==> config.mk <==
export PLATFORM = sky130hd
export DESIGN_NAME = sseg_rx
export DESIGN_NICKNAME = d
export VERILOG_FILES = /design/src/rtl/sseg_rx.sv
export SDC_FILE = /design/constraint.sdc
export NUM_CORES = 1
export LEC_CHECK = 0
export CELL_PAD_IN_SITES_DETAIL_PLACEMENT = 1
export CELL_PAD_IN_SITES_GLOBAL_PLACEMENT = 1
export CORE_MARGIN = 4
export CORE_UTILIZATION = 51
export CTS_BUF_LIST = sky130_fd_sc_hd__clkbuf_8
export DETAILED_ROUTE_END_ITERATION = 8
export PLACE_DENSITY_LB_ADDON = 0.12
export SLEW_MARGIN = 20
export SYNTH_ARGS = -nofsm -noshare
export SYNTH_HDL_FRONTEND = slang
export SYNTH_SLANG_ARGS = --single-unit
==> constraint.sdc <==
create_clock -name clk -period 13.6 [get_ports clk]
set_input_delay 2.72 -clock clk [delete_from_list [all_inputs] [get_ports clk]]
set_output_delay 2.72 -clock clk [all_outputs]
set_load 0.02 [all_outputs]
==> src/rtl/sseg_rx.sv <==
// Oversampling receiver for the seven-segment shift-register stream.
// Deserialises each frame MSB-first into segs and flags frames abandoned mid-way.
module sseg_rx #(
  parameter int unsigned FRAME_BITS  = 64,
  parameter int unsigned IDLE_CYCLES = 1024
) (
  input  logic                  clk,
  input  logic                  rst,
  input  logic                  seg_clk,
  input  logic                  seg_clrn,
  input  logic                  seg_sout,
  input  logic                  SEG_PEN,
  output logic [FRAME_BITS-1:0] segs,
  output logic                  frame_valid,
  output logic                  frame_err,
  output logic                  busy,
  output logic                  disp_en
);

  localparam int unsigned CntW  = $clog2(FRAME_BITS);
  localparam int unsigned IdleW = (IDLE_CYCLES > 1) ? $clog2(IDLE_CYCLES) : 1;
  localparam logic [CntW-1:0]  LastBit  = CntW'(FRAME_BITS - 1);
  localparam logic [IdleW-1:0] IdleLast = IdleW'(IDLE_CYCLES - 1);

  typedef enum logic [0:0] {StIdle, StRecv} state_e;

  logic clk_s1, clk_s2, clk_s3;
  logic clrn_s1, clrn_s2;
  logic sout_s1, sout_s2;
  logic pen_s1, pen_s2;
  logic seg_edge;

  state_e                state_q, state_d;
  logic [CntW-1:0]       cnt_q, cnt_d;
  logic [IdleW-1:0]      idle_q, idle_d;
  logic [FRAME_BITS-2:0] sr_q, sr_d;
  logic [FRAME_BITS-1:0] segs_q, segs_d;
  logic                  fv_q, fv_d;
  logic                  fe_q, fe_d;

  always_ff @(posedge clk or posedge rst) begin
    if (rst) begin
      clk_s1  <= 1'b0;
      clk_s2  <= 1'b0;
      clk_s3  <= 1'b0;
      clrn_s1 <= 1'b0;
      clrn_s2 <= 1'b0;
      sout_s1 <= 1'b0;
      sout_s2 <= 1'b0;
      pen_s1  <= 1'b0;
      pen_s2  <= 1'b0;
    end else begin
      clk_s1  <= seg_clk;
      clk_s2  <= clk_s1;
      clk_s3  <= clk_s2;
      clrn_s1 <= seg_clrn;
      clrn_s2 <= clrn_s1;
      sout_s1 <= seg_sout;
      sout_s2 <= sout_s1;
      pen_s1  <= SEG_PEN;
      pen_s2  <= pen_s1;
    end
  end

  assign seg_edge = clk_s2 & ~clk_s3;

  always_ff @(posedge clk or posedge rst) begin
    if (rst) begin
      state_q <= StIdle;
      cnt_q   <= '0;
      idle_q  <= '0;
      sr_q    <= '0;
      segs_q  <= '0;
      fv_q    <= 1'b0;
      fe_q    <= 1'b0;
    end else begin
      state_q <= state_d;
      cnt_q   <= cnt_d;
      idle_q  <= idle_d;
      sr_q    <= sr_d;
      segs_q  <= segs_d;
      fv_q    <= fv_d;
      fe_q    <= fe_d;
    end
  end

  always_comb begin
    state_d = state_q;
    cnt_d   = cnt_q;
    idle_d  = idle_q;
    sr_d    = sr_q;
    segs_d  = segs_q;
    fv_d    = 1'b0;
    fe_d    = 1'b0;
    // Clear wins over a coincident edge or timeout and emits no pulse.
    if (!clrn_s2) begin
      state_d = StIdle;
      cnt_d   = '0;
      idle_d  = '0;
      sr_d    = '0;
    end else begin
      unique case (state_q)
        StIdle: begin
          idle_d = '0;
          if (seg_edge) begin
            sr_d    = {sr_q[FRAME_BITS-3:0], sout_s2};
            cnt_d   = CntW'(1);
            state_d = StRecv;
          end
        end
        StRecv: begin
          if (seg_edge) begin
            idle_d = '0;
            if (cnt_q == LastBit) begin
              segs_d  = {sr_q, sout_s2};
              fv_d    = 1'b1;
              cnt_d   = '0;
              state_d = StIdle;
            end else begin
              sr_d  = {sr_q[FRAME_BITS-3:0], sout_s2};
              cnt_d = cnt_q + CntW'(1);
            end
          end else if (idle_q == IdleLast) begin
            fe_d    = 1'b1;
            cnt_d   = '0;
            idle_d  = '0;
            sr_d    = '0;
            state_d = StIdle;
          end else begin
            idle_d = idle_q + IdleW'(1);
          end
        end
        default: state_d = StIdle;
      endcase
    end
  end

  assign segs        = segs_q;
  assign frame_valid = fv_q;
  assign frame_err   = fe_q;
  assign busy        = (state_q == StRecv);
  assign disp_en     = pen_s2;

endmodule

==> results.sh <==
export IMPL_power_leakage_nw=3.317
export IMPL_row_count=38
export IMPL_n_antenna_cell=0
export IMPL_synth_warnings=0
export IMPL_ir_drop_mv=0.1016
export IMPL_utilization_pct=63.28
export IMPL_fillers=1036
export IMPL_cp_endpoint="busy"
export IMPL_finalCritPeriodShare_pct=32.00
export IMPL_rr_startpoint="cnt_q[0]$_DFFE_PP0P_"
export IMPL_hold_class="reg -> reg"
export IMPL_ios=74
export IMPL_skew_ns=0.008307
export IMPL_die_area_mm2=0.01319
export IMPL_seq_area_frac_synth_pct=66.60
export IMPL_grt_pass1_vias=3704
export IMPL_worst_pin_slew_ns=0.9159
export IMPL_critical_path_class="reg -> out"
export IMPL_status="finished clean"
export IMPL_gp_congestion=0.7188
export IMPL_dpl_cell_count=572
export IMPL_p_per_area_mw_per_mm2=118.6
export IMPL_die_h_um=114.9
export IMPL_netlist_area_mm2=0.005824
export IMPL_max_stage_delay_ns=0.67
export IMPL_rsz0062_at_grt="false"
export IMPL_cp_top_family="buffers and inverters"
export IMPL_worstReg2RegEnd="sr_q[12]$_DFFE_PP0P_"
export IMPL_crit_path_max_fanout=9
export IMPL_coreArea_mm2=0.01103
export IMPL_endpoint_kind="primary output"
export IMPL_syn_avg_cell_area_um2=15.41
export IMPL_synth_fp_nets=386
export IMPL_maxCapViolCount=0
export IMPL_cp_depth=1
export IMPL_cts_tree="built"
export IMPL_cts_sinks=155
export IMPL_clkLatencyLatePin_ns=0.43
export IMPL_drc=0
export IMPL_layout_nets=459
export IMPL_tns_ns=0
export IMPL_grt_pass1_wl_um=19200
export IMPL_grt_antenna_before_repair=0
export IMPL_ant_nets=0
export IMPL_p_total_mw=0.8281
export IMPL_drive_gt1_share_pct=22.68
export IMPL_htreeDepth=4
export IMPL_clk_pin_slew_ns=0.08
export IMPL_instances_no_fill=603
export IMPL_synth_flop_cell="dfrtp_1"
export IMPL_setup_ws_ns=9.248
export IMPL_start_kind="flop"
export IMPL_synthCells=378
export IMPL_required_ns=10.88
export IMPL_die_w_um=114.9
export IMPL_portBuffers=73
export IMPL_regArea_mm2=0.003879
export IMPL_rr_worst_depth=6
export IMPL_design_area_mm2=0.006980
export IMPL_routed_via_density=5.617
export IMPL_cts_buffer_depth=2
export IMPL_grt_usage_pct=18.68
export IMPL_multi_input_comb_area_mm2=0.001760
export IMPL_cts_buffers=17
export IMPL_synth_edf_count=0
export IMPL_path_buf_inv=1
export IMPL_setup_violations=0
export IMPL_finalCriticalPeriod_ns=4.352
export IMPL_dpl_cell_area_mm2=0.006584
export IMPL_rrSetupSlack_ns=10.71
export IMPL_async_flop_share_pct=100.0
export IMPL_slew_limit_headroom_pct=38.94
export IMPL_drt_total_wl_um=11220
export IMPL_ctsResizeCount=0
export IMPL_first_iter_violations=205
export IMPL_cts_hold_buffers_added=0
export IMPL_ys_ff_latch=155
export IMPL_slowest_stage="clkdlybuf4s50_1"
export IMPL_dpl_hpwl_um=6901
export IMPL_hold_slack_ns=0.3532
export IMPL_vias=3387
export IMPL_worst_ep_arrival_time_ns=1.63
export IMPL_maxSlewViolCount=0
export IMPL_wl_per_cell_um=18.61
export IMPL_overflow=0
export IMPL_grt_max_degree=84
export IMPL_drt_pass1_iter_count=4
export IMPL_cts_root_buffer="clkbuf_8"
export IMPL_critPathLaunch="busy$_DFF_PP0_"
export IMPL_hold_viol_final=0
export IMPL_dpl_worst_slack_ns=8.796
export IMPL_cp_cell_sequence="clkdlybuf4s50_1"
export IMPL_post_cts_buffers=0
export IMPL_area_growth_pct=19.85
export IMPL_fmaxAchievable_ghz=0.2298
export IMPL_yosysUniqueCellTypes=39
export IMPL_initial_utilization_pct=52.80
[how the worst min path moves through the flow]
stage                           start                end  slack, ns  cells after the start
floorplan            clk_s1$_DFF_PP0_   clk_s2$_DFF_PP0_       0.33                      0
global placement     pen_s1$_DFF_PP0_  disp_en$_DFF_PP0_       0.33                      0
detailed placement   pen_s1$_DFF_PP0_  disp_en$_DFF_PP0_       0.34                      0
CTS                  pen_s1$_DFF_PP0_  disp_en$_DFF_PP0_       0.36                      0
global route        clrn_s1$_DFF_PP0_  clrn_s2$_DFF_PP0_       0.36                      0
finish               pen_s1$_DFF_PP0_  disp_en$_DFF_PP0_       0.35                      0
[where the power goes]
group	internal (mW)	leakage, nW	switching [mW]
registers	0.463	2.14	0.00193
clock network	0.186	0.218	0.156
logic	0.00435	0.955	0.0173
total	0.653	3.32	0.175
[cell usage in the layout, fill, tap and decap left out, types with 2 or more instances in the layout]
| cell type | n |
|---|---|
| a21oi_1 | 2 |
| a22o_1 | 66 |
| and2_1 | 2 |
| buf_4 | 2 |
| bufinv_16 | 3 |
| clkbuf_8 | 19 |
| clkdlybuf4s50_1 | 73 |
| clkinv_2 | 6 |
| dfrtp_1 | 155 |
| ha_1 | 2 |
| inv_1 | 5 |
| mux2_2 | 64 |
| nand2_1 | 7 |
| nand3_1 | 6 |
| nand4_1 | 2 |
| nor2_1 | 12 |
| nor3_1 | 3 |
| o21ai_0 | 3 |
| or2_2 | 2 |
| xnor2_1 | 3 |
| xor2_1 | 5 |
[cell usage after synthesis, types with 2 or more instances]
| cell | n | area share [%] |
|---|---|---|
| xor2_1 | 5 | 0.75 |
| inv_1 | 3 | 0.19 |
| nand2_1 | 7 | 0.45 |
| mux2_2 | 64 | 12 |
| dfrtp_1 | 155 | 67 |
| nor3_1 | 3 | 0.26 |
| a22o_1 | 66 | 9.9 |
| and2_1 | 2 | 0.21 |
| buf_2 | 7 | 0.60 |
| nand4_1 | 2 | 0.21 |
| ha_1 | 2 | 0.43 |
| a21oi_1 | 2 | 0.17 |
| or2_2 | 2 | 0.21 |
| nand3_1 | 6 | 0.52 |
| o21ai_0 | 3 | 0.26 |
| nor2_1 | 12 | 0.77 |
| xnor2_1 | 3 | 0.45 |
| buf_6 | 13 | 2.5 |
[final cells by class]
| type | count | area share, % |
|---|---|---|
| clock inverter | 12 | 1.882 |
| tap | 140 | 2.509 |
| multi-input combinational | 198 | 25.22 |
| timing repair buffer | 76 | 10.84 |
| inverter | 3 | 0.2330 |
| clock buffer | 19 | 3.746 |
| sequential | 155 | 55.57 |
[state kept, by name (all words and copies together) (netlist names)]
name and flops:
segs 64, sr_q 63, idle_q 10, cnt_q 6, busy 1, clk_s1 1
clk_s2 1, clk_s3 1, clrn_s1 1, clrn_s2 1, disp_en 1, frame_err 1
frame_valid 1, pen_s1 1, sout_s1 1, sout_s2 1
[cell families after synthesis]
logic type      count (synthesis)  synth area share [%]
simple gates                   47                 4.597
fa+ha+maj                       2                0.4296
xor+xnor                        8                 1.203
flops                         155                 66.60
buf+inv                        25                 3.502
compound gates                 77                 11.30
mux                            64                 12.37
[routing by layer]
layer,global-route usage (%),share of wire (%),vias to the layer above
li1,-,-,1537
met1,24.76,45,1780
met2,29.13,50,63
met3,6.842,4.2,7
met4,5.634,0.92,0
met5,0,0,-
(Power assumes the default switching activity.)
